$ cat src/rtl/mem_port_arbiter.sv
// mem_port_arbiter: shares one main-memory port between I-cache and D-cache
// refill/writeback engines. D-cache has fixed priority, with a starvation
// counter that forces an I grant after STARVE_LIMIT consecutive D grants
// made while I was waiting. One outstanding transaction; all outputs registered.
module mem_port_arbiter #(
  parameter int ADDR_W       = 28,
  parameter int DATA_W       = 128,
  parameter int STARVE_LIMIT = 4
) (
  input  logic              clk,
  input  logic              rst_n,
  input  logic              i_read,
  input  logic [ADDR_W-1:0] i_addr,
  output logic [DATA_W-1:0] i_rdata,
  output logic              i_ready,
  input  logic              d_read,
  input  logic              d_write,
  input  logic [ADDR_W-1:0] d_addr,
  input  logic [DATA_W-1:0] d_wdata,
  output logic [DATA_W-1:0] d_rdata,
  output logic              d_ready,
  output logic              mem_read,
  output logic              mem_write,
  output logic [ADDR_W-1:0] mem_addr,
  output logic [DATA_W-1:0] mem_wdata,
  input  logic [DATA_W-1:0] mem_rdata,
  input  logic              mem_ready,
  output logic              busy
);

  localparam int CNT_W = (STARVE_LIMIT < 1) ? 1 : $clog2(STARVE_LIMIT + 1);
  localparam logic [CNT_W-1:0] STARVE_MAX = CNT_W'(STARVE_LIMIT);

  typedef enum logic [1:0] {
    IDLE   = 2'd0,
    BUSY_I = 2'd1,
    BUSY_D = 2'd2,
    RESP   = 2'd3
  } state_e;

  // Memory command as presented on the port; held stable for the whole
  // transaction so memory sees a clean registered command.
  typedef struct packed {
    logic              read;
    logic              write;
    logic [ADDR_W-1:0] addr;
    logic [DATA_W-1:0] wdata;
  } mem_cmd_t;

  state_e            state_q, state_d;
  logic [CNT_W-1:0]  starve_q, starve_d;
  mem_cmd_t          cmd_q, cmd_d;
  logic [DATA_W-1:0] i_rdata_q, i_rdata_d;
  logic [DATA_W-1:0] d_rdata_q, d_rdata_d;
  logic              i_ready_q, i_ready_d;
  logic              d_ready_q, d_ready_d;

  logic d_req, i_req, force_i;

  assign d_req   = d_read | d_write;
  assign i_req   = i_read;
  // Starvation override only matters when D is also competing.
  assign force_i = d_req & i_req & (starve_q == STARVE_MAX);

  // Next-state, arbitration, command latch and response capture.
  always_comb begin
    state_d   = state_q;
    starve_d  = starve_q;
    cmd_d     = cmd_q;
    i_rdata_d = i_rdata_q;
    d_rdata_d = d_rdata_q;
    i_ready_d = 1'b0;
    d_ready_d = 1'b0;

    unique case (state_q)
      IDLE: begin
        if (force_i || (i_req && !d_req)) begin
          state_d     = BUSY_I;
          starve_d    = '0;
          cmd_d.read  = 1'b1;
          cmd_d.write = 1'b0;
          cmd_d.addr  = i_addr;
        end else if (d_req) begin
          state_d     = BUSY_D;
          // Writeback wins if the cache asserts both.
          cmd_d.write = d_write;
          cmd_d.read  = d_read & ~d_write;
          cmd_d.addr  = d_addr;
          cmd_d.wdata = d_wdata;
          if (i_req && (starve_q != STARVE_MAX)) starve_d = starve_q + 1'b1;
        end
      end
      BUSY_I: begin
        if (mem_ready) begin
          state_d     = RESP;
          cmd_d.read  = 1'b0;
          cmd_d.write = 1'b0;
          i_rdata_d   = mem_rdata;
          i_ready_d   = 1'b1;
        end
      end
      BUSY_D: begin
        if (mem_ready) begin
          state_d     = RESP;
          cmd_d.read  = 1'b0;
          cmd_d.write = 1'b0;
          d_rdata_d   = mem_rdata;
          d_ready_d   = 1'b1;
        end
      end
      RESP: begin
        state_d = IDLE;
      end
      default: begin
        state_d = IDLE;
      end
    endcase
  end

  // State and output registers; synchronous reset abandons any transaction.
  always_ff @(posedge clk) begin
    if (!rst_n) begin
      state_q   <= IDLE;
      starve_q  <= '0;
      cmd_q     <= '0;
      i_rdata_q <= '0;
      d_rdata_q <= '0;
      i_ready_q <= 1'b0;
      d_ready_q <= 1'b0;
    end else begin
      state_q   <= state_d;
      starve_q  <= starve_d;
      cmd_q     <= cmd_d;
      i_rdata_q <= i_rdata_d;
      d_rdata_q <= d_rdata_d;
      i_ready_q <= i_ready_d;
      d_ready_q <= d_ready_d;
    end
  end

  assign mem_read  = cmd_q.read;
  assign mem_write = cmd_q.write;
  assign mem_addr  = cmd_q.addr;
  assign mem_wdata = cmd_q.wdata;
  assign i_rdata   = i_rdata_q;
  assign d_rdata   = d_rdata_q;
  assign i_ready   = i_ready_q;
  assign d_ready   = d_ready_q;
  assign busy      = (state_q != IDLE);

endmodule

$ cat config.mk
export PLATFORM = sky130hd
export DESIGN_NAME = mem_port_arbiter
export DESIGN_NICKNAME = d
export VERILOG_FILES = /design/src/rtl/mem_port_arbiter.sv
export SDC_FILE = /design/constraint.sdc
export NUM_CORES = 1
export LEC_CHECK = 0
export CAP_MARGIN = 20
export CORE_AREA = 2 2 289 291
export CTS_CLUSTER_DIAMETER = 200
export DETAILED_ROUTE_END_ITERATION = 6
export DIE_AREA = 0 0 291 293
export HOLD_SLACK_MARGIN = 0.08
export PLACE_DENSITY = 0.48
export REMOVE_ABC_BUFFERS = 1
export SYNTH_ARGS = -nofsm -noshare
export SYNTH_HDL_FRONTEND = slang
export SYNTH_SLANG_ARGS = --single-unit
export TNS_END_PERCENT = 50
$ cat constraint.sdc
create_clock -name clk -period 2.3 [get_ports clk]
set_clock_uncertainty 0.15 [all_clocks]
set_input_delay 0.46 -clock clk [delete_from_list [all_inputs] [get_ports clk]]
set_output_delay 0.46 -clock clk [all_outputs]
set_load 0.02 [all_outputs]
; After elaboration in Yosys (flattened, before gate mapping)
; Cells that the tools add are included.
[totals]
ff_bits = 421
output_inout_bits = 417
[op_classes]
add_sub_neg = 1
n_eq_ne = 7
muxes = 12
bitwise = 6
n_reduce_logical = 19
[ops]
columns = operator, count
row1 = $mux W158, 1
row2 = $mux W30, 1
row3 = $reduce_and A2 Y1, 6
row4 = $mux W3, 3
row5 = $reduce_and A3 Y1, 3
row6 = $mux W2, 4
row7 = $reduce_bool A2 Y1, 4
row8 = $ne A3 B3 Y1 const B, 2
row9 = $pmux W2 S3, 1
row10 = $eq A2 B2 Y1 const B, 2
row11 = $pmux W2 S2, 1
row12 = $add A3 B1 Y3 const B, 1
row13 = $and A1 B1 Y1, 3
row14 = $eq A3 B3 Y1 const B, 1
row15 = $eq A2 B1 Y1 const B, 1
row16 = $logic_and A1 B1 Y1, 2
row17 = $logic_not A2 Y1, 1
row18 = $ne A2 B1 Y1 const B, 1
row19 = $not A1 Y1, 2
row20 = $reduce_or A2 Y1, 1
row21 = $logic_not A1 Y1, 1
row22 = $logic_or A1 B1 Y1, 1
row23 = $mux W1, 1
row24 = $or A1 B1 Y1, 1

; Longest topological paths before layout
; Gate-level depths: netlist (run 1).
[depth]
word_depth = 6
depth_mapped = 8
ltp_nobuf = 6

; Least setup slack after synthesis (run 1)
; OpenSTA, ideal clock, no wires.
[synth_timing]
kind = flip-flop to flip-flop
startpoint = reg starve_q[0]
endpoint = reg cmd_q (netlist bit mem_addr[10])
t_arrival_ps = 1533
setup_slack_ps = 497
stages_incl_launch_ff = 9
synth_period_minus_slack_ps = 1803
cell_sequence = dfxtp_1 > inv_1 > ha_1 > o2bb2ai_2 > and2_1 > buf_4 > buf_6 > a221oi_2 > nor2_1
[synth_between]
elab_chain_cells = 5
elab_cells_between_ends = 6
[synth_rtl]
columns = item, line_no
row1 = "start, declared", 51  ; logic [CNT_W-1:0] starve_q, starve_d;
row2 = "start signal, assigned", 132  ; starve_q <= starve_d;
row3 = $eq A3 B3 Y1 *, 63  ; assign force_i = d_req & i_req & (starve_q == STARVE_MAX);
row4 = $and A1 B1 Y1 *, 63
row5 = $logic_or A1 B1 Y1 *, 77  ; if (force_i || (i_req && !d_req)) begin
row6 = $reduce_bool A2 Y1 (no line), -
row7 = $reduce_and A2 Y1 (no line), -
row8 = "end signal, assigned", 133  ; cmd_q <= cmd_d;
row9 = "end, declared", 52  ; mem_cmd_t cmd_q, cmd_d;
; Every way passes the cells marked *; elsewhere a longest branch is shown, timed or not.
; A chain may end at the register's enable or synchronous reset.

; Final worst setup path (run 1)
[layout_timing]
startpoint = reg state_q[1]
endpoint = out busy
[layout_between]
elab_chain_cells = 1
[layout_rtl]
columns = item, line_no
row1 = "start, declared", 50  ; state_e state_q, state_d;
row2 = "start signal, assigned", 131  ; state_q <= state_d;
row3 = $reduce_bool A2 Y1, 149  ; assign busy = (state_q != IDLE);
row4 = "end, declared", 28  ; output logic busy
; Every way passes these cells.

==> results.md, run 1 <==
Run status:
- The flow ran to the end, and the final reports show no timing, DRC or antenna violations.

Layout:
- The synthesis-to-layout area growth is 63.5%.
- After the last flow step, the layout net total stands at 2,886.
- The final cell count without fillers is 3,664.
- In the final layout, the share of cells above drive strength 1 is 0.0622.
- The layout filler cell count is 8,459.

Placement:
- The cell count after placement is 3,579.
- At the end of routability-driven placement, the weighted congestion stood at 0.805.
- The HPWL reported at the end of detailed placement is 46.9 mm.
- Prior to clock tree synthesis, the placed netlist has a worst setup slack of -0.111 ns.
- In this run the tool buffered the top-level ports with 734 buffer cells.

Timing:
- Once routing completed, OpenROAD measured the worst setup slack at 0.105 ns.
- Dividing the final minimum period by the clock period gives 0.954.
- Across all hold checks on the routed design, the worst slack comes to 0.123 ns.
- The slew at the pin with the worst max-slew slack is 0.456 ns.
- The final number of max-transition violations is 0.
- The minimum period implied by the final worst setup slack is 2.19 ns.
- In this run the tightest slew margin relative to its limit is 0.692.
- Setup repair after global routing left no endpoint under its margin.
- The maximum clock rate is 456 MHz.
- The number of failing hold endpoints at the final stage was 0.
- Setup violations remaining at the end of the flow were counted as 0.

Detailed routing:
- The count of nets left with antenna violations once routing finished came out at 0.
- The first routing iteration left 602 violations.
- The routed length per instance is 17.7 um.
- The aggregate routed wire length is 64.7 mm.
- The via density per instance is 4.16.
- The first detailed-routing pass ran for 4 iterations.
- After detailed routing, the number of remaining DRC violations is 0.
- The via total after detailed routing is 15.2k.

Worst setup path:
- The setup path with the least slack is of type flip-flop to primary output.
- The data arrival time of the critical path is 1.58 ns.
- The launch point of the worst reg-to-reg path is starve_q[0].
- The critical path startpoint category is a flip-flop.
- The capture point of the critical path is busy.
- The worst register-to-register path has a depth of 7.
- Setup slack on the worst reg-to-reg path comes out at 0.18 ns.
- The endpoint identified for the worst register-to-register timing path is mem_wdata[86].
- The peak fanout along the critical path is 4.
- The required time of the critical path is 1.69 ns.
- In this run the worst setup path begins at state_q[1].
- The worst setup path is captured at a primary output.

Clock network:
- The clock edge transition at the registers on the reported setup and hold paths is 0.06 ns.
- The sink count of the clock tree is 421.
- The maximum number of buffers from clock root to sink is 3.
- The number of buffers added for setup after CTS is 0.
- The tree is rooted in a clkbuf_16.
- CTS built an H-tree with a depth of 2.
- The CTS tree is done.
- The number of CTS-inserted buffers is 50.
- At the later pin of the worst-skew pair, clock insertion delay measures 0.56 ns.

Synthesis:
- Of the synthesized area, sequential elements account for 0.526.
- The area of the mapped netlist is 16,000 um^2.
- Each instance of the synthesized netlist takes up on average 8.61 um^2.
- The synthesized instance count is 1,861.
- Yosys printed 0 warnings.
- The distinct cell type count of the synthesized netlist is 38.
- Synthesis inferred 421 register bits.

Run:
- Max-cap violations in this run came to 0.

Floorplanning:
- The initial utilization of the core area, before any placement, comes to 0.196.
- The region available for standard cell placement spans 81,800 um^2.
- The total die area is 85,300 um^2.
- The top-level port count is 735.
- The horizontal extent of the die is 291 um.
- The floorplan die height is 293 um.
- After floorplanning, the core was divided into 105 placement rows.

Global route:
- The largest net degree at the start of global routing is 118.
- The first global-routing pass estimated 96.2 mm of wire.
- The combined global-route utilization of all metal layers is 0.145.
- The initial antenna violation count is 6.
- The number of global-route vias before repair was 15.3k.
- The overall overflow remaining after global route is 0.

Pwr:
- The static power due to leakage is 9.19 nW.
- IR analysis of the VDD net gives a maximum drop of 551 uV.
- The areal power density over the cells is 1010 nW/um^2.

Min path:
- The min-delay analysis places its worst path in the category input pin to flip-flop.
-- state kept, by name (all words and copies together) (netlist names) --
name / count
mem_addr: 28
d_rdata: 128
mem_write: 1
d_ready: 1
i_rdata: 128
i_ready: 1
starve_q: 3
mem_wdata: 128
mem_read: 1
state_q: 2
-- kinds of logic after synthesis --
| logic type | after synthesis | synth area share |
|---|---|---|
| AOI/OAI and AO/OA | 455 | 0.218 |
| adders and majority gates | 7 | 0.00547 |
| buffers and inverters | 150 | 0.0513 |
| DFF | 421 | 0.526 |
| muxes | 2 | 0.00125 |
| and+or+nand+nor | 826 | 0.198 |
-- area by class of cell --
| type | instances | area, um^2 | share of cell area |
|---|---|---|---|
| Antenna cell | 4 | 10.0 | 0.000382 |
| Clock buffer | 75 | 1490 | 0.0568 |
| Clock inverter | 6 | 36.3 | 0.00139 |
| Inverter | 7 | 26.3 | 0.00100 |
| Multi-Input combinational cell | 1290 | 6810 | 0.260 |
| Sequential cell | 421 | 8430 | 0.322 |
| Tap cell | 1070 | 1340 | 0.0511 |
| Timing Repair Buffer | 791 | 8060 | 0.308 |
-- Yosys cell counts, drive strengths merged --
cell type	instances	area [um^2]
nand2	776	2910
dfxtp	421	8430
a21boi	384	2880
buf	73	509
clkbuf	70	287
o21ai	31	166
nor2	30	113
a221oi	28	370
ha	7	87.6
inv	7	26.3
a21oi	6	30.0
and2	5	33.8
and3	3	23.8
nand3	3	15.0
nor2b	3	18.8
mux2i	2	20.0
a31oi	1	6.26
nand3b	1	7.51
nand4b	1	8.76
nor3	1	5.00
nor4b	1	8.76
o211ai	1	7.51
o21a	1	7.51
o22ai	1	6.26
o2bb2ai	1	15.0
o31ai	1	7.51
or2	1	8.76
or4b	1	10.0
-- per-layer routing --
layer	GRT usage	routed length [um]
met4	0.0605	2500
met1	0.160	25300
met2	0.254	31600
met3	0.0473	5350
met5	0	23
-- critical path, stage by stage (launching register included) --
cell             delay (ns)
dfxtp_1                0.38
inv_1                  0.10
ha_1                   0.21
inv_1                  0.06
clkdlybuf4s15_2        0.26
-- cell usage in the layout, fill, tap and decap left out, drive strengths merged --
cell,count
nand2,776
clkdlybuf4s50,729
dfxtp,421
a21boi,384
clkbuf,75
buf,58
o21ai,31
nor2,30
a221oi,28
inv,8
ha,7
a21oi,6
and2,5
diode,4
clkinv,4
nor2b,3
nand3,3
and3,3
mux2i,2
dlygate4sd2,2
or2,1
o2bb2ai,1
nor3,1
nor4b,1
o21a,1
a31oi,1
nand3b,1
o211ai,1
o31ai,1
or4b,1
o22ai,1
nand4b,1
clkinvlp,1
clkdlybuf4s15,1
dlymetal6s2s,1
-- through the flow --
step / area (um^2) / TNS (ns) / utilization / power, W
floorplan: 15200 / -413.80 / - / 0.0136
global placement: 24700 / -0.230 / 0.301 / 0.0190
detailed placement: 24700 / -2.41 / 0.301 / 0.0191
CTS: 26200 / 0 / 0.320 / 0.0268
global route: 26200 / 0 / 0.320 / 0.0279
finish: 26200 / 0 / 0.320 / 0.0263
-- what timing repair did --
| item | 4_1_cts | 5_1_grt |
|---|---|---|
| resized for setup | 6 | 2 |
| hold buffers | 0 | 0 |
| setup endpoints to repair | 3 | 2 |
-- worst min path at each step --
stage              startpoint             end  slack (ns)  depth (start not counted)
2_1_floorplan     starve_q[0]     starve_q[0]        0.37                          2
3_3_place_gp   mem_wdata[105]  mem_wdata[105]        0.29                          2
3_5_place_dp   mem_wdata[126]  mem_wdata[126]        0.30                          2
4_1_cts                 rst_n    i_rdata[127]        0.08                          2
5_1_grt                 rst_n     d_rdata[19]        0.10                          2
6_report                rst_n     i_rdata[93]        0.12                          2
-- power by group --
group          internal, W  switching (W)  leakage [nW]
registers          0.00858       0.000683          3.44
logic              0.00414        0.00541          5.00
clock network      0.00440        0.00312         0.749
total               0.0171        0.00921          9.19
Power figures use the tool's default switching activity.
==> inputs of run 2 (changes only) <==
- CAP_MARGIN: 20 -> 0
- GPL_ROUTABILITY_DRIVEN: not set -> 1
==> results of run 2 <==
Same layout as run 1: the final DEF is identical, and so are final timing and power.
